--- src/rtl/matrix_multiply_core3x3_pkg.sv ---
// Shared constants, FSM state type and helpers for the 3x3 matrix-multiply sequencer.
// The MMC3X3_SEQ_SHADOW_EN build macro selects double-buffered coefficients.
package matrix_multiply_core3x3_pkg;

    localparam int unsigned DATA_W_DEFAULT = 32;
    localparam int unsigned COEF_N         = 9;
    localparam int unsigned VEC_N          = 3;
    localparam int unsigned COEF_IDX_W     = 4;
    localparam int unsigned CNT_W          = 4;

    typedef enum logic [1:0] {
        StIdle,
        StLaunch,
        StWait,
        StHold
    } seq_state_e;

    function automatic logic coef_addr_ok(input logic [COEF_IDX_W-1:0] addr);
        return addr <= COEF_IDX_W'(COEF_N - 1);
    endfunction

endpackage

--- src/rtl/matrix_multiply_core3x3_coef_bank.sv ---
// Coefficient storage with address check and commit logic.
// MMC3X3_SEQ_SHADOW_EN: shadow/active double buffering; otherwise direct writes in IDLE only.
module matrix_multiply_core3x3_coef_bank
    import matrix_multiply_core3x3_pkg::*;
#(
    parameter int unsigned DATA_W = DATA_W_DEFAULT
) (
    input  logic                       clk_i,
    input  logic                       rst_ni,
    input  logic                       we_i,
    input  logic [COEF_IDX_W-1:0]      addr_i,
    input  logic [DATA_W-1:0]          wdata_i,
    input  logic                       commit_i,
    input  logic                       idle_i,
    output logic [COEF_N*DATA_W-1:0]   coef_o,
    output logic                       commit_hold_o,
    output logic                       err_addr_o
);

    logic [DATA_W-1:0] active_q [COEF_N];
    logic [DATA_W-1:0] active_d [COEF_N];
    logic              err_q, err_d;
    logic              addr_ok;

    assign addr_ok = coef_addr_ok(addr_i);

`ifdef MMC3X3_SEQ_SHADOW_EN
    logic [DATA_W-1:0] shadow_q [COEF_N];
    logic [DATA_W-1:0] shadow_d [COEF_N];
    logic              pending_q, pending_d;
    logic              apply;

    // A commit seen outside IDLE waits in pending_q until the FSM returns to IDLE.
    assign apply         = idle_i & (commit_i | pending_q);
    assign commit_hold_o = commit_i | pending_q;

    always_comb begin
        shadow_d  = shadow_q;
        active_d  = active_q;
        pending_d = pending_q;
        err_d     = err_q;
        if (we_i) begin
            if (addr_ok) begin
                for (int unsigned i = 0; i < COEF_N; i++) begin
                    if (addr_i == COEF_IDX_W'(i)) begin
                        shadow_d[i] = wdata_i;
                    end
                end
            end else begin
                err_d = 1'b1;
            end
        end
        // Copy uses shadow_q, so a same-cycle write lands in shadow only.
        if (apply) begin
            active_d  = shadow_q;
            pending_d = 1'b0;
        end else if (commit_i) begin
            pending_d = 1'b1;
        end
    end

    always_ff @(posedge clk_i or negedge rst_ni) begin
        if (!rst_ni) begin
            shadow_q  <= '{default: '0};
            active_q  <= '{default: '0};
            pending_q <= 1'b0;
            err_q     <= 1'b0;
        end else begin
            shadow_q  <= shadow_d;
            active_q  <= active_d;
            pending_q <= pending_d;
            err_q     <= err_d;
        end
    end
`else
    logic unused_commit;

    assign unused_commit = commit_i;
    assign commit_hold_o = 1'b0;

    always_comb begin
        active_d = active_q;
        err_d    = err_q;
        if (we_i) begin
            if (addr_ok && idle_i) begin
                for (int unsigned i = 0; i < COEF_N; i++) begin
                    if (addr_i == COEF_IDX_W'(i)) begin
                        active_d[i] = wdata_i;
                    end
                end
            end else begin
                err_d = 1'b1;
            end
        end
    end

    always_ff @(posedge clk_i or negedge rst_ni) begin
        if (!rst_ni) begin
            active_q <= '{default: '0};
            err_q    <= 1'b0;
        end else begin
            active_q <= active_d;
            err_q    <= err_d;
        end
    end
`endif

    always_comb begin
        coef_o = '0;
        for (int unsigned i = 0; i < COEF_N; i++) begin
            coef_o[i*DATA_W +: DATA_W] = active_q[i];
        end
    end

    assign err_addr_o = err_q;

endmodule

--- src/rtl/matrix_multiply_core3x3_sequencer.sv ---
// Sequencer feeding one vector at a time to a fixed-latency 3x3 multiply core.
// Build macro MMC3X3_SEQ_SHADOW_EN enables double-buffered coefficients in the coef bank.
module matrix_multiply_core3x3_sequencer
    import matrix_multiply_core3x3_pkg::*;
#(
    parameter int unsigned DATA_W   = DATA_W_DEFAULT,
    parameter int unsigned CORE_LAT = 3
) (
    input  logic                       system1000,
    input  logic                       system1000_rstn,
    input  logic                       cfg_we,
    input  logic [COEF_IDX_W-1:0]      cfg_addr,
    input  logic [DATA_W-1:0]          cfg_wdata,
    input  logic                       cfg_commit,
    input  logic                       in_valid,
    output logic                       in_ready,
    input  logic [VEC_N*DATA_W-1:0]    in_data,
    output logic                       core_start,
    output logic [COEF_N*DATA_W-1:0]   core_coef,
    output logic [VEC_N*DATA_W-1:0]    core_vec,
    input  logic [VEC_N*DATA_W-1:0]    core_res,
    output logic                       out_valid,
    input  logic                       out_ready,
    output logic [VEC_N*DATA_W-1:0]    out_data,
    output logic                       busy,
    output logic                       err_addr
);

    seq_state_e                state_q, state_d;
    logic [CNT_W-1:0]          cnt_q, cnt_d;
    logic [VEC_N*DATA_W-1:0]   vec_q, vec_d;
    logic [VEC_N*DATA_W-1:0]   res_q, res_d;
    logic                      commit_hold;
    logic                      idle;

    assign idle = (state_q == StIdle);

    matrix_multiply_core3x3_coef_bank #(
        .DATA_W (DATA_W)
    ) u_coef_bank (
        .clk_i         (system1000),
        .rst_ni        (system1000_rstn),
        .we_i          (cfg_we),
        .addr_i        (cfg_addr),
        .wdata_i       (cfg_wdata),
        .commit_i      (cfg_commit),
        .idle_i        (idle),
        .coef_o        (core_coef),
        .commit_hold_o (commit_hold),
        .err_addr_o    (err_addr)
    );

    always_comb begin
        state_d    = state_q;
        cnt_d      = cnt_q;
        vec_d      = vec_q;
        res_d      = res_q;
        in_ready   = 1'b0;
        core_start = 1'b0;
        out_valid  = 1'b0;
        case (state_q)
            StIdle: begin
                // A commit due this cycle takes priority over accepting a vector.
                in_ready = ~commit_hold;
                if (in_valid && !commit_hold) begin
                    vec_d   = in_data;
                    state_d = StLaunch;
                end
            end
            StLaunch: begin
                core_start = 1'b1;
                cnt_d      = CNT_W'(CORE_LAT - 1);
                state_d    = StWait;
            end
            StWait: begin
                if (cnt_q == '0) begin
                    res_d   = core_res;
                    state_d = StHold;
                end else begin
                    cnt_d = cnt_q - 1'b1;
                end
            end
            StHold: begin
                out_valid = 1'b1;
                if (out_ready) begin
                    state_d = StIdle;
                end
            end
            default: state_d = StIdle;
        endcase
    end

    always_ff @(posedge system1000 or negedge system1000_rstn) begin
        if (!system1000_rstn) begin
            state_q <= StIdle;
            cnt_q   <= '0;
            vec_q   <= '0;
            res_q   <= '0;
        end else begin
            state_q <= state_d;
            cnt_q   <= cnt_d;
            vec_q   <= vec_d;
            res_q   <= res_d;
        end
    end

    assign core_vec = vec_q;
    assign out_data = res_q;
    assign busy     = ~idle;

endmodule

--- config.mk ---
export PLATFORM = sky130hd
export DESIGN_NAME = matrix_multiply_core3x3_sequencer
export DESIGN_NICKNAME = d
export VERILOG_FILES = /design/src/rtl/matrix_multiply_core3x3_pkg.sv /design/src/rtl/matrix_multiply_core3x3_coef_bank.sv /design/src/rtl/matrix_multiply_core3x3_sequencer.sv
export SDC_FILE = /design/constraint.sdc
export NUM_CORES = 1
export LEC_CHECK = 0
export CAP_MARGIN = 20
export CORE_AREA = 2 2 279 281
export CTS_CLUSTER_DIAMETER = 120
export DETAILED_ROUTE_END_ITERATION = 8
export DIE_AREA = 0 0 281 283
export SKIP_LAST_GASP = 1
export SLEW_MARGIN = 10
export SYNTH_ARGS = -nofsm -noshare
export SYNTH_HDL_FRONTEND = slang
export SYNTH_HIERARCHICAL = 1
export SYNTH_SLANG_ARGS = --single-unit
--- constraint.sdc ---
create_clock -name system1000 -period 5.14 [get_ports system1000]
set_input_delay 1.028 -clock system1000 [delete_from_list [all_inputs] [get_ports system1000]]
set_output_delay 1.028 -clock system1000 [all_outputs]
set_load 0.02 [all_outputs]
==> metrics <==
Clock Path Buffers=3; worst hold path depth=1; crit path capture type=output pin; Synth area leaders=dfrtp_1 (65%), mux2_2 (23%), mux2_4 (4.8%); Critical Path Max Stage Delay=0.68 ns; synth warn=6; RSZ-0062 raised after global routing=false; Final #Nets=approximately 2100; run status=finished clean; boundary pin count=about 720; vias in the first global route=about 13000; H-tree levels=2; Cells after Synth=about 1100; largest net degree at the start of global routing=around 110; Worst EP arrival=2.73 ns; clk slew on worst S/H paths=~0.060 ns; Die Y=about 280 um; fin. max-slew vios=0; CP Data Required Time=4.11 ns; Global Route Usage Sum=14.6%; Fin Setup TNS=0 ns; final worst setup slack=1.38 ns; worst-path fanout max=8; die area=around 80000 sq um; worst reg-to-reg path cell count=6; Setup Buffers After CTS=0; ANT nets after route=0; most frequent cells after synthesis=dfrtp_1 (487), mux2_2 (380), mux2_4 (60), mux2_1 (41), buf_2 (23); Final Wtd Congestion=just over 0.8; Vias=around 12000; slowest CP cell=ha_1; startpoint types=flip-flop; Synth Area in Simple Gates=about 1.1%; share of layout cells above drive strength 1=a little under a third; Primary FF master, synth=dfrtp_1; WL/cell=approximately 20 um; Worst Path Buf+Inv=2; share of the clock period used by the worst path=~73%; WS Path Type=flip-flop to output pin; skew final=between 0.015 and 0.02 ns; CTS sink count=just under 500; worst slew pin tran=0.968 ns; static leakage=around 13 nW; gr ovfl total=0; Synth Cell Area=approximately 19000 sq um; clk_lat worst skew=roughly 0.59 ns; Setup Viol. Count Final=0; achievable frequency=around 0.27 GHz; Syn Area/Cell=roughly 17 sq um; P per Cell Area=678 nW/um^2; CTS root buf=clkbuf_16; EDFF count, synth=0; fin crit period=3.76 ns; Slew headroom=35.2%; DRT Pass-1 Iters=4; Port Buffers=between 700 and 800; drt initial violations=313; Initial Util=roughly 24%; post-synthesis cell type count=39; Max-Cap Viols=0; largest family of logic cells by synthesized area=multiplexers; ys async rst share=between 90% and 100%; Synth Register Bits=~490; pre-CTS WS=between 1.5 and 2 ns; most common cell in the netlist=dfrtp_1; Peak VDD IR=just over 400 uV; endpoints failing hold=0; critical-path cell list=inv_1 -> ha_1 -> and2b_1 -> clkdlybuf4s50_1; hpwl dp=about 43000 um; Hold-fix buffers, CTS=0; die width=about 280 um; Hold Crit Endpoint=u_coef_bank/err_addr_o; Tightest Hold Check Type=flip-flop to flip-flop; cell family with the largest share of critical-path delay=buffers and inverters; initial antenna violation count=3; Synth Area in Adders=0.403%; worst hold start=u_coef_bank/err_addr_o; Synth-to-Final Area Change=54.8%; cts repair resizes=0; register-to-register setup slack=just under 2 ns; Num CTS Buffers=between 50 and 60; reg-to-reg startpoint=state_q[0]; DR vias/cell=between 4 and 5; final wirelength=approximately 59000 um; post-synth top area cell=dfrtp_1; global-route wire length before repair=about 90000 um; compound-gate portion of the synthesized area=0.382%; CTS tree=done; multiplexer area fraction after synthesis=between 30% and 40%; area share of the largest cell type after synthesis=~65%; xor and xnor fraction of the mapped netlist area=0%; R2R Path End=u_coef_bank/coef_o[60]; Core Area=~77000 sq um; # DRC=0; Row Count=just over 100; sequential share of the synthesized area=between 60% and 70%; post-synthesis net count=roughly 1300
==> per-stage QoR <==
| step | instance area [sq um] | util, % | hold WS [ns] | total power [W] | std cells |
|---|---|---|---|---|---|
| 2_1_floorplan | 18600 | - | 0.477 | 0.0109 | 1074 |
| 3_3_place_gp | 27000 | 35.2 | 0.461 | 0.0156 | 2796 |
| 3_5_place_dp | 27000 | 35.2 | 0.447 | 0.0157 | 2797 |
| 4_1_cts | 28800 | 37.6 | 0.464 | 0.0199 | 2898 |
| 5_1_grt | 28900 | 37.6 | 0.506 | 0.0205 | 2901 |
| 6_report | 28900 | 37.6 | 0.467 | 0.0196 | 2902 |
==> cell usage in the layout (no fill, tap or decap), types with 8 or more instances in the layout <==
master           count
clkbuf_8            13
dfrtp_1            487
mux2_2             380
clkdlybuf4s50_1    716
clkinv_2             8
clkbuf_16           55
clkbuf_1            12
mux2_1              41
mux2_4              60
buf_4               11
buf_12               9
==> state kept, by name, summed over array words and instances, names as in the netlist <==
register                flops
cnt_q                       4
core_vec                   96
out_data                   96
state_q                     2
u_coef_bank/coef_o        288
u_coef_bank/err_addr_o      1
==> area by class of cell <==
| cell class | instances | area, sq um |
|---|---|---|
| inverters | 6 | 22.5 |
| well taps | 1040 | 1300 |
| fillers | 7243 | 47800 |
| flip-flops and latches | 487 | 12200 |
| clock inverters | 21 | 262 |
| repair buffers | 737 | 7440 |
| multi-input cells | 528 | 6050 |
| diodes | 3 | 7.51 |
| clock buffers | 80 | 1600 |
==> routing by layer <==
metal	up-vias	wire (um)	global-route usage, %
met5	-	0	0
met4	0	1910	5.13
met3	101	4240	4.20
met2	406	30000	25.7
met1	6147	23000	16.6
li1	5304	-	-
==> worst max path at each step <==
stage	from	endpoint	slack [ns]	cells after the start
floorplan	cfg_addr[1]	u_coef_bank/coef_o[193]	2.87	4
global placement	cfg_addr[2]	u_coef_bank/coef_o[60]	1.60	5
detailed placement	cfg_addr[2]	u_coef_bank/coef_o[36]	1.50	5
CTS	state_q[0]	in_ready	1.29	4
global route	state_q[0]	in_ready	1.22	4
finish	state_q[0]	in_ready	1.38	4
==> worst reg2reg max path, stage by stage, from the launching register on <==
cell      delay, ns
dfrtp_1        0.41
inv_1          0.10
ha_1           0.68
and4bb_4       0.38
nand3b_1       0.67
buf_12         0.47
mux2_2         0.31
==> report_power, final <==
part,switching [W],total [W],internal [W]
Combinational,0.00427,0.00899,0.00472
Clock,0.00162,0.00399,0.00237
Sequential,0.000957,0.00660,0.00564
==> kinds of logic (layout without fill, tap and decap cells) <==
family,Yosys count,in the layout
flops,487,487
mux,483,483
buf+inv,59,844
simple gates,28,28
compound gates,10,10
fa+ha+maj,6,6
other cells,1,4
Note: power is estimated with default switching activity, not from simulation.
